==> src/rtl/neuron_update_seq.sv <==
// Per-tick neuron sweep: for each index, load state, integrate synaptic input,
// apply leak, compare to threshold and write back, sharing one external ALU.
module neuron_update_seq #(
  parameter int N_NEURONS = 16,
  parameter int IDX_W     = (N_NEURONS > 1) ? $clog2(N_NEURONS) : 1
) (
  input  logic             clk,
  input  logic             rst,
  input  logic             tick,
  input  logic [31:0]      leak,
  input  logic [31:0]      threshold,
  input  logic [31:0]      reset_v,
  output logic [IDX_W-1:0] mem_addr,
  input  logic [31:0]      v_rdata,
  input  logic [31:0]      syn_rdata,
  output logic             v_we,
  output logic [31:0]      v_wdata,
  output logic             syn_clr,
  output logic             spike_valid,
  output logic [IDX_W-1:0] spike_idx,
  output logic [2:0]       alu_op,
  output logic [31:0]      alu_a,
  output logic [31:0]      alu_b,
  input  logic [31:0]      alu_f,
  output logic             busy,
  output logic             done
);

  typedef enum logic [2:0] {
    IDLE,
    LOAD,
    ADD,
    LEAK,
    CMP,
    WB,
    DONE
  } state_t;

  localparam logic [2:0]       OP_ADD   = 3'd0;
  localparam logic [2:0]       OP_SUB   = 3'd3;
  localparam logic [IDX_W-1:0] LAST_IDX = IDX_W'(N_NEURONS - 1);

  state_t           state;
  logic [IDX_W-1:0] idx_q;
  logic [31:0]      v_q;
  logic [31:0]      syn_q;
  logic             fire_q;

  // Sequencer: v_q carries the potential through each ALU pass of a neuron.
  always_ff @(posedge clk) begin
    if (rst) begin
      state  <= IDLE;
      idx_q  <= '0;
      v_q    <= '0;
      syn_q  <= '0;
      fire_q <= 1'b0;
    end else begin
      case (state)
        IDLE: begin
          if (tick) begin
            idx_q <= '0;
            state <= LOAD;
          end
        end
        LOAD: begin
          v_q   <= v_rdata;
          syn_q <= syn_rdata;
          state <= ADD;
        end
        ADD: begin
          v_q   <= alu_f;
          state <= LEAK;
        end
        LEAK: begin
          v_q   <= alu_f;
          state <= CMP;
        end
        CMP: begin
          // Wrapped difference sign: zero or positive means the neuron fires.
          fire_q <= ~alu_f[31];
          state  <= WB;
        end
        WB: begin
          if (idx_q == LAST_IDX) begin
            state <= DONE;
          end else begin
            idx_q <= idx_q + IDX_W'(1);
            state <= LOAD;
          end
        end
        DONE: begin
          idx_q <= '0;
          state <= IDLE;
        end
        default: state <= IDLE;
      endcase
    end
  end

  assign mem_addr = idx_q;
  assign busy     = (state != IDLE);
  assign done     = (state == DONE);

  always_comb begin
    v_we        = 1'b0;
    syn_clr     = 1'b0;
    spike_valid = 1'b0;
    spike_idx   = '0;
    v_wdata     = '0;
    alu_op      = OP_ADD;
    alu_a       = '0;
    alu_b       = '0;
    case (state)
      ADD: begin
        alu_op = OP_ADD;
        alu_a  = v_q;
        alu_b  = syn_q;
      end
      LEAK: begin
        alu_op = OP_SUB;
        alu_a  = v_q;
        alu_b  = leak;
      end
      CMP: begin
        alu_op = OP_SUB;
        alu_a  = v_q;
        alu_b  = threshold;
      end
      WB: begin
        v_we        = 1'b1;
        syn_clr     = 1'b1;
        v_wdata     = fire_q ? reset_v : v_q;
        spike_valid = fire_q;
        spike_idx   = idx_q;
      end
      default: ;
    endcase
  end

endmodule

==> config.mk <==
export PLATFORM = sky130hd
export DESIGN_NAME = neuron_update_seq
export DESIGN_NICKNAME = d
export VERILOG_FILES = /design/src/rtl/neuron_update_seq.sv
export SDC_FILE = /design/constraint.sdc
export NUM_CORES = 1
export LEC_CHECK = 0
export CAP_MARGIN = 10
export CORE_ASPECT_RATIO = 0.9
export CORE_MARGIN = 4
export CORE_UTILIZATION = 32
export CTS_CLUSTER_SIZE = 28
export DETAILED_ROUTE_END_ITERATION = 10
export PLACE_DENSITY = 0.82
export SYNTH_ARGS = -nofsm -noshare
export SYNTH_HDL_FRONTEND = slang
export SYNTH_SLANG_ARGS = --single-unit
==> constraint.sdc <==
create_clock -name clk -period 1.6 [get_ports clk]
set_input_delay 0.24 -clock clk [delete_from_list [all_inputs] [get_ports clk]]
set_output_delay 0.24 -clock clk [all_outputs]
set_load 0.01 [all_outputs]
==> impl_metrics.py, run 1 <==
metrics = {
    "route": {
        "routed_wl_mm": 18.8,
        "drt-initial-drc-count": 322,
        "firstDrtPassIters": 4,
        "drc_errors": 0,
        "wl_per_cell_um": 17.8,
        "vias_per_cell": 5.09,
        "num_vias": 5355,
        "ant_nets": 0,
    },
    "synth": {
        "synthTopCellsByArea": "dfxtp_1 (33%), mux2i_1 (15%), nand2_1 (8.5%)",
        "synthDistinctLibCells": 42,
        "synth-async-reset-ratio": 0,
        "syn_inst": 564,
        "synth-main-ff-cell": "dfxtp_1",
        "synth_area_um2": 4360,
        "avgSynthCellArea_um2": 7.73,
        "yosys_warnings": 0,
        "yosysTopAreaCellShare": 0.331,
        "yosys.area.top_type": "dfxtp_1",
        "ys_seq_elements": 72,
        "syn-num-nets": 760,
        "synth-edff-count": 0,
        "yosysSeqAreaShare": 0.331,
    },
    "finish": {
        "final_cell_mix": "clkdlybuf4s50_1 (196), buf_2 (96), nand2_1 (84)",
        "drive_gt1_frac": 0.271,
        "final_core_util": 0.612,
        "num_antenna_cells": 0,
        "finalNetCount": 1075,
        "mostFrequentLayoutCell": "clkdlybuf4s50_1",
        "finalInstanceArea_um2": 8180,
        "areaGrowthSynthToFinish_pct": 87.5,
    },
    "clocking": {
        "tritoncts": "built",
        "clk_latency_ns": 0.33,
        "cts_sinks": 72,
        "cts_buffers": 9,
        "clk_path_buf_depth": 2,
        "ctsHoldBuffers": 0,
        "root_buffer": "clkbuf_16",
        "h-tree-depth": 3,
        "clk_pin_slew_worst_paths_ns": 0.06,
    },
    "grt": {
        "grt_pass1_vias": 5216,
        "grt_max_degree": 41,
        "overflow": 0,
        "grt_pass1_wl_mm": 27.5,
        "antenna_found_initial": 0,
        "grtUsageTotal": 0.223,
    },
    "setup_path": {
        "critical_path_class": "register to primary output",
        "critical_path_required_ns": 1.36,
        "slowest_delay_ns": 0.37,
        "crit_slowest_cell": "dfxtp_4",
        "path_cells": "nor3b_4 -> buf_6 -> nor2_4 -> clkbuf_16 -> nor2b_1 -> buf_2",
        "cp-start-kind": "register",
        "crit_fanout": 8,
        "crit_path_end_kind": "primary output",
        "cp.arrival_ns": 1.57,
        "r2r_setup_slack_ns": -0.03,
    },
    "sta": {
        "rsz0062_at_grt": "yes",
        "finalSetupViolations": 128,
        "whs_ns": 0.233,
        "fmax_mhz": 553,
        "fin_ws_ns": -0.207,
        "min_period_over_period": 1.13,
        "final_hold_viol_count": 0,
        "drv_slew": 0,
        "skew_ns": 0.00594,
        "finalCriticalPeriod_ns": 1.81,
    },
    "floorplanning": {
        "start_util": 0.326,
        "fp.dieH_um": 119,
        "die_area_um2": 15600,
        "ios": 307,
        "row_count": 40,
        "core_um2": 13400,
        "fp.dieW_um": 131,
    },
    "power_and_ir_drop": {
        "powerDensity_nw_per_um2": 826,
        "p_leak_nw": 3.30,
        "ir_drop_mv": 0.543,
        "p_total_w": 0.00675,
    },
    "status": {
        "violations": "negative setup slack",
        "status": "finished, violations left",
    },
    "placed_design": {
        "postPlaceCellArea_um2": 7700,
        "dp_hpwl_mm": 13.1,
        "gp_congestion": 0.825,
        "io_buffers": 305,
    },
    "flow_run": {
        "maxCapViolCount": 0,
    },
    "hold_path": {
        "min_path_type": "input pin to register",
    },
}
-- cells in the mapped netlist, types with 2 or more instances --
cell and number:
nand2_1 99, a211oi_1 33, buf_4 10, nand3_1 2, buf_2 24, and2_1 4
nor2b_1 34, nor2_1 68, buf_6 5, mux2i_1 64, nand2b_1 3, o31ai_1 2
clkbuf_1 16, xor2_1 2, o21ai_0 32, inv_2 2, a21oi_1 35, o22ai_1 32
inv_1 3, dfxtp_1 72
-- layout make-up --
type | count | area [um^2]
inverter | 5 | 21.3
timing repair buffer | 359 | 3310
tap | 168 | 210
multi-input combinational | 432 | 2850
clock buffer | 10 | 239
clock inverter | 6 | 91.3
fill | 1210 | 5190
sequential | 72 | 1450
-- cell families after synthesis --
| kind of cell | after synthesis | share of synthesized area |
|---|---|---|
| multiplexers | 64 | 0.147 |
| AO/OA/AOI/OAI | 142 | 0.205 |
| flip-flops | 72 | 0.331 |
| XOR/XNOR | 2 | 0.00402 |
| other | 1 | 0.000860 |
| adder cells (fa/ha/maj) | 1 | 0.00287 |
| AND/OR/NAND/NOR | 222 | 0.234 |
| buffers and inverters | 60 | 0.0758 |
-- timing repair --
action | CTS | global route
buffers inserted | 10 | 4
cloned | 5 | 4
hold endpoints to repair | 0 | 0
setup endpoints to repair | 110 | 142
pin swaps | 21 | 4
gates resized for setup | 506 | 42
-- power breakdown --
group          internal (W)  leakage [nW]  switching, W
registers           0.00202         0.594      0.000183
clock network       0.00141         0.151      0.000798
logic               0.00129          2.55       0.00106
-- metal layers --
metal,vias to the layer above,track usage,wire [um]
met2,220,0.390,9560
li1,2589,-,-
met3,29,0.0484,1330
met5,-,0,0
met1,2517,0.269,7470
met4,0,0.0701,392
-- registers in the layout, summed over array words and instances, names as in the netlist --
signal and count:
syn_q 32, v_q 32, mem_addr 4, state 3, fire_q 1
-- path summary, 6_finish.rpt --
path                                              from                       end  cells past startpoint
worst max-delay path             state[1]$_SDFFE_PP0P_                 alu_a[25]                      6
worst min-delay path                               rst  mem_addr[2]$_SDFFE_PP0P_                      2
worst max register to register   state[0]$_SDFFE_PP0P_    syn_q[16]$_SDFFE_PP0P_                      7
worst min register to register  syn_q[20]$_SDFFE_PP0P_    syn_q[20]$_SDFFE_PP0P_                      2
-- per-stage QoR --
| step | setup TNS (ns) | std cells | worst slack (ns) |
|---|---|---|---|
| global placement | -19.73 | 1013 | -0.389 |
| floorplan | 0 | 564 | 0.103 |
| detailed placement | -25.85 | 1013 | -0.447 |
| finish | -15.36 | 1052 | -0.207 |
| global route | -24.47 | 1052 | -0.283 |
| CTS | -15.56 | 1044 | -0.209 |
-- worst max-delay path, delay by kind of cell (launching register included) --
kind	cells	cell delay, ns
buf+inv	3	0.47
simple gates	3	0.41
flops	1	0.37
(Power assumes the default switching activity.)
==> run 2, diff against run 1 <==
--- a/config.mk
+++ b/config.mk
@@ -16,2 +16,3 @@
 export SYNTH_HDL_FRONTEND = slang
 export SYNTH_SLANG_ARGS = --single-unit
+export TNS_END_PERCENT = 20
==> constraint.sdc (replaced) <==
create_clock -name clk -period 1.6 [get_ports clk]
set_input_delay 0.32 -clock clk [delete_from_list [all_inputs] [get_ports clk]]
set_output_delay 0.32 -clock clk [all_outputs]
set_load 0.01 [all_outputs]
==> run 2 against run 1 <==
- the flow still finishes with violations (negative setup slack)
- sequential cell count did not move
- hold slack improved by 0.058 ns
- cell count fell by 0.86%
- total power fell by 2.3%
- clock power barely moved
- sequential power barely moved
- sequential share of layout area rose by 0.64 points
- global-route usage fell by 0.28 points
- core utilization fell by 2.2 points
- critical path depth did not move
- critical path type unchanged
- critical endpoint is now alu_a[19]
==> impl_metrics.py, run 2 (same netlist as run 1, synthesis figures left out) <==
metrics = {
    "hold_path": {
        "min_from": "rst",
        "holdPathStages": 2,
        "min_path_type": "input pin to register",
        "min_to": "mem_addr[2]$_SDFFE_PP0P_",
    },
    "clocking": {
        "tritoncts": "built",
        "cts_sinks": 72,
        "clk_pin_slew_worst_paths_ns": 0.06,
        "cts_buffers": 9,
        "clk_latency_ns": 0.33,
        "clk_path_buf_depth": 2,
        "root_buffer": "clkbuf_16",
        "h-tree-depth": 3,
    },
    "setup_path": {
        "cp.arrival_ns": 1.54,
        "cp-start-kind": "register",
        "r2r_setup_slack_ns": 0.08,
        "r2r_end": "syn_q[18]$_SDFFE_PP0P_",
        "crit_family": "buffers and inverters",
        "worstRegToRegCells": 6,
        "crit_path_end_kind": "primary output",
        "critical_path_class": "register to primary output",
        "worst-path-buf-inv": 3,
        "crit_slowest_cell": "dfxtp_4",
        "r2r_start": "state[0]$_SDFFE_PP0P_",
        "worst-path-stages": 6,
        "slowest_delay_ns": 0.37,
        "path_cells": "nor3b_4 -> buf_6 -> nor2_4 -> clkbuf_16 -> nor2b_1 -> buf_2",
        "crit_fanout": 8,
        "critical_path_required_ns": 1.28,
    },
    "power_and_ir_drop": {
        "swShare": 0.289,
        "ir_drop_mv": 0.482,
        "p_leak_nw": 3.18,
        "power_frac_seq": 0.332,
        "p_switching_w": 0.00190,
        "p_total_w": 0.00660,
        "p_comb_frac": 0.338,
        "pwr-share-clk": 0.330,
        "p_int_w": 0.00469,
        "powerDensity_nw_per_um2": 837,
    },
    "route": {
        "drc_errors": 0,
        "drt-initial-drc-count": 280,
        "firstDrtPassIters": 5,
        "ant_nets": 0,
        "wl_per_cell_um": 17.3,
        "num_vias": 5247,
        "vias_per_cell": 5.03,
        "routed_wl_mm": 18.0,
    },
    "finish": {
        "fillCellCount": 1209,
        "seqCellArea_um2": 1450,
        "final_cell_mix": "clkdlybuf4s50_1 (193), nand2_1 (99), buf_2 (99)",
        "drive_gt1_frac": 0.237,
        "mostFrequentLayoutCell": "clkdlybuf4s50_1",
        "num_antenna_cells": 0,
        "multi_input_area_um2": 2720,
        "final_core_util": 0.590,
        "areaGrowthSynthToFinish_pct": 80.7,
        "finalNetCount": 1067,
    },
    "sta": {
        "whs_ns": 0.291,
        "fin_ws_ns": -0.264,
        "skew_ns": 0.00848,
        "finalSetupViolations": 104,
        "final_hold_viol_count": 0,
        "fmax_mhz": 536,
        "drv_slew": 0,
        "min_period_over_period": 1.17,
        "rsz0062_at_grt": "yes",
        "finalCriticalPeriod_ns": 1.86,
    },
    "status": {
        "status": "finished, violations left",
        "violations": "negative setup slack",
    },
    "grt": {
        "grt_pass1_vias": 5113,
        "grt_pass1_wl_mm": 27.1,
        "grt_max_degree": 41,
        "grtUsageTotal": 0.221,
        "antenna_found_initial": 0,
        "overflow": 0,
    },
    "placed_design": {
        "io_buffers": 305,
        "dp_hpwl_mm": 13.1,
        "place_ws_ns": -0.493,
        "gp_congestion": 0.796,
    },
    "floorplanning": {
        "fp.dieH_um": 119,
        "ios": 307,
        "core_um2": 13400,
        "die_area_um2": 15600,
        "start_util": 0.326,
        "row_count": 40,
        "fp.dieW_um": 131,
    },
    "flow_run": {
        "maxCapViolCount": 0,
    },
}
-- run 2: area by class of cell --
class / count / share of cell area
well taps: 168 / 0.0267
multi-input cells: 432 / 0.345
clock inverters: 3 / 0.00826
flip-flops and latches: 72 / 0.184
inverters: 5 / 0.00270
repair buffers: 351 / 0.400
clock buffers: 12 / 0.0326
-- run 2: repair_timing --
item	CTS	global route
buffers inserted	3	2
endpoints found under the setup margin	110	133
resized for setup	452	52
hold buffers	0	0
cloned	3	2
pin swaps	2	1
-- run 2: worst max-delay path by stage --
stage,start,to,slack [ns]
2_1_floorplan,state[2]$_SDFFE_PP0P_,alu_a[10],0.02
3_3_place_gp,state[1]$_SDFFE_PP0P_,alu_b[10],-0.47
3_5_place_dp,state[1]$_SDFFE_PP0P_,alu_b[10],-0.49
4_1_cts,state[0]$_SDFFE_PP0P_,alu_b[11],-0.35
5_1_grt,state[0]$_SDFFE_PP0P_,alu_a[2],-0.34
6_report,state[0]$_SDFFE_PP0P_,alu_a[19],-0.26
-- run 2: stage by stage --
stage               instance area [um^2]  std cells  setup TNS, ns
finish                              7880       1043         -21.21
global route                        7880       1043         -28.17
CTS                                 7880       1040         -24.13
detailed placement                  7760       1019         -30.09
global placement                    7760       1019         -27.58
floorplan                           4360        564              0
-- run 2: worst reg2reg max path, stage by stage (launching register included) --
cell and delay [ns]:
dfxtp_4 0.39, buf_6 0.13, clkbuf_16 0.15, or3b_4 0.39
buf_12 0.17, nand2_1 0.09, a21oi_1 0.06
-- run 2: power by group through the flow --
stage / Sequential [W] / Combinational (W) / Clock, W
detailed placement: 0.00222 / 0.00213 / 0
floorplan: 0.00215 / 0.00110 / 0
finish: 0.00219 / 0.00223 / 0.00218
global route: 0.00222 / 0.00242 / 0.00229
CTS: 0.00218 / 0.00218 / 0.00222
global placement: 0.00221 / 0.00210 / 0
-- run 2: per-layer routing --
metal  GRT usage  wire (um)  vias up
met3      0.0479       1190       38
met1       0.270       7520     2428
li1            -          -     2569
met5           0          0        -
met4      0.0688        450        0
met2       0.381       8880      212
==> run 3, diff against run 2 <==
--- a/config.mk
+++ b/config.mk
@@ -6,4 +6,5 @@
 export NUM_CORES = 1
 export LEC_CHECK = 0
+export ABC_CLOCK_PERIOD_IN_PS = 1600
 export CAP_MARGIN = 10
 export CORE_ASPECT_RATIO = 0.9
==> constraint.sdc (replaced) <==
create_clock -name clk -period 1.6 [get_ports clk]
set_input_delay 0.16 -clock clk [delete_from_list [all_inputs] [get_ports clk]]
set_output_delay 0.16 -clock clk [all_outputs]
set_load 0.01 [all_outputs]
==> run 3 against run 2 <==
- critical path type unchanged
- the flow still finishes with violations (negative setup slack)
- largest power group unchanged
- clock skew fell by 0.0053 ns
- combinational power rose by 6%
- critical path depth did not move
==> impl_metrics.py, run 3 (same netlist as run 1, synthesis figures left out) <==
metrics = {
    "placed_design": {
        "gp_congestion": 0.816,
        "place_ws_ns": -0.315,
        "io_buffers": 305,
        "postPlaceCellArea_um2": 7760,
        "dp.cells": 1019,
        "dp_hpwl_mm": 13.4,
    },
    "hold_path": {
        "holdPathStages": 2,
        "min_path_type": "input pin to register",
        "min_to": "state[2]$_SDFFE_PP0P_",
        "min_from": "rst",
    },
    "clocking": {
        "cts_buffers": 9,
        "root_buffer": "clkbuf_16",
        "cts_sinks": 72,
        "tritoncts": "built",
        "clk_pin_slew_worst_paths_ns": 0.06,
        "clk_latency_ns": 0.33,
        "clk_path_buf_depth": 2,
        "h-tree-depth": 3,
    },
    "route": {
        "ant_nets": 0,
        "drt-initial-drc-count": 269,
        "firstDrtPassIters": 4,
        "vias_per_cell": 5.07,
        "drc_errors": 0,
        "num_vias": 5334,
        "routed_wl_mm": 18.9,
        "wl_per_cell_um": 18.0,
    },
    "setup_path": {
        "crit_fanout": 9,
        "path_cells": "nor3b_4 -> buf_4 -> buf_12 -> nand2_1 -> o21ai_0 -> clkdlybuf4s15_2",
        "critical_path_required_ns": 1.44,
        "worst-path-buf-inv": 3,
        "critical_path_class": "register to primary output",
        "crit_family": "buffers and inverters",
        "r2r_start": "state[1]$_SDFFE_PP0P_",
        "crit_path_end_kind": "primary output",
        "r2r_end": "mem_addr[0]$_SDFFE_PP0P_",
        "cp.arrival_ns": 1.61,
        "slowest_delay_ns": 0.38,
        "worstRegToRegCells": 7,
        "crit_slowest_cell": "dfxtp_4",
        "cp-start-kind": "register",
        "r2r_setup_slack_ns": -0.08,
    },
    "sta": {
        "drv_slew": 0,
        "timing.setup.tns_ns": -10.98,
        "final_hold_viol_count": 0,
        "fmax_mhz": 564,
        "finalSetupViolations": 115,
        "whs_ns": 0.149,
        "rsz0062_at_grt": "yes",
        "finalCriticalPeriod_ns": 1.77,
        "skew_ns": 0.00314,
        "fin_ws_ns": -0.172,
        "min_period_over_period": 1.11,
    },
    "floorplanning": {
        "ios": 307,
        "fp.dieH_um": 119,
        "start_util": 0.326,
        "fp.dieW_um": 131,
        "row_count": 40,
        "core_um2": 13400,
        "die_area_um2": 15600,
    },
    "grt": {
        "grtUsageTotal": 0.224,
        "grt_pass1_wl_mm": 27.5,
        "antenna_found_initial": 0,
        "grt_pass1_vias": 5208,
        "overflow": 0,
        "grt_max_degree": 36,
    },
    "power_and_ir_drop": {
        "p_leak_nw": 3.23,
        "powerDensity_nw_per_um2": 839,
        "ir_drop_mv": 0.516,
    },
    "finish": {
        "mostFrequentLayoutCell": "clkdlybuf4s50_1",
        "drive_gt1_frac": 0.265,
        "fin_cells": 1052,
        "finalInstanceArea_um2": 8200,
        "seqCellArea_um2": 1450,
        "multi_input_area_um2": 2810,
        "fillCellCount": 1175,
        "finalNetCount": 1075,
        "final_cell_mix": "clkdlybuf4s50_1 (197), nand2_1 (90), buf_2 (88)",
        "areaGrowthSynthToFinish_pct": 88.0,
        "num_antenna_cells": 0,
    },
    "flow_run": {
        "maxCapViolCount": 0,
    },
    "status": {
        "violations": "negative setup slack",
        "status": "finished, violations left",
    },
}
==> run 3: cell count changes in the layout (fill, tap and decap cells not counted), moves of 8 or more <==
cell      delta
a211oi_2     +8
nand2_2      +8
buf_2       -11
a211oi_1     -8
buf_6       +13
nand2_1      -9
==> run 3: how the worst max path moves through the flow <==
stage                          startpoint   endpoint  slack, ns  cells after the start
floorplan           state[2]$_SDFFE_PP0P_  alu_a[10]       0.18                      5
global placement    state[1]$_SDFFE_PP0P_  alu_b[10]      -0.29                      5
detailed placement  state[1]$_SDFFE_PP0P_  alu_b[10]      -0.31                      5
CTS                 state[0]$_SDFFE_PP0P_  alu_b[27]      -0.22                      6
global route        state[0]$_SDFFE_PP0P_   alu_b[0]      -0.29                      6
finish              state[0]$_SDFFE_PP0P_   alu_b[7]      -0.17                      6
==> run 3: cell type report <==
type	count	share of cell area
clock buffer	9	0.0275
sequential	72	0.177
multi-input combinational	432	0.342
tap	168	0.0256
timing repair buffer	359	0.410
inverter	5	0.00259
clock inverter	7	0.0147
==> run 3: layer usage <==
metal | up-vias | global-route usage | routed length (um)
li1 | 2581 | - | -
met1 | 2501 | 0.263 | 7430
met2 | 227 | 0.389 | 9560
met3 | 25 | 0.0637 | 1510
met4 | 0 | 0.0713 | 397
met5 | - | 0 | 0
==> run 3: through the flow <==
step                       util  total power, W
after floorplan               -         0.00325
after global placement    0.580         0.00432
after detailed placement  0.580         0.00436
after CTS                 0.593         0.00673
after global routing      0.613         0.00722
final                     0.613         0.00688
==> run 3: timing repair <==
item                                    in CTS  in global routing
gates resized for setup                    453                 69
endpoints found under the setup margin     117                146
buffers inserted                             8                  3
cloned                                       2                  5
hold buffers                                 0                  0
pin swaps                                    8                 12
==> run 3: power by group <==
part / internal (W) / switching, W
clock: 0.00152 / 0.000781
combinational: 0.00132 / 0.00105
sequential: 0.00202 / 0.000185
==> run 3: worst register-to-register path: cells and delay by family (launching register included) <==
kind / cells / cell delay (ns)
buffers and inverters: 4 / 0.51
and+or+nand+nor: 2 / 0.64
AOI/OAI and AO/OA: 1 / 0.07
DFF: 1 / 0.36
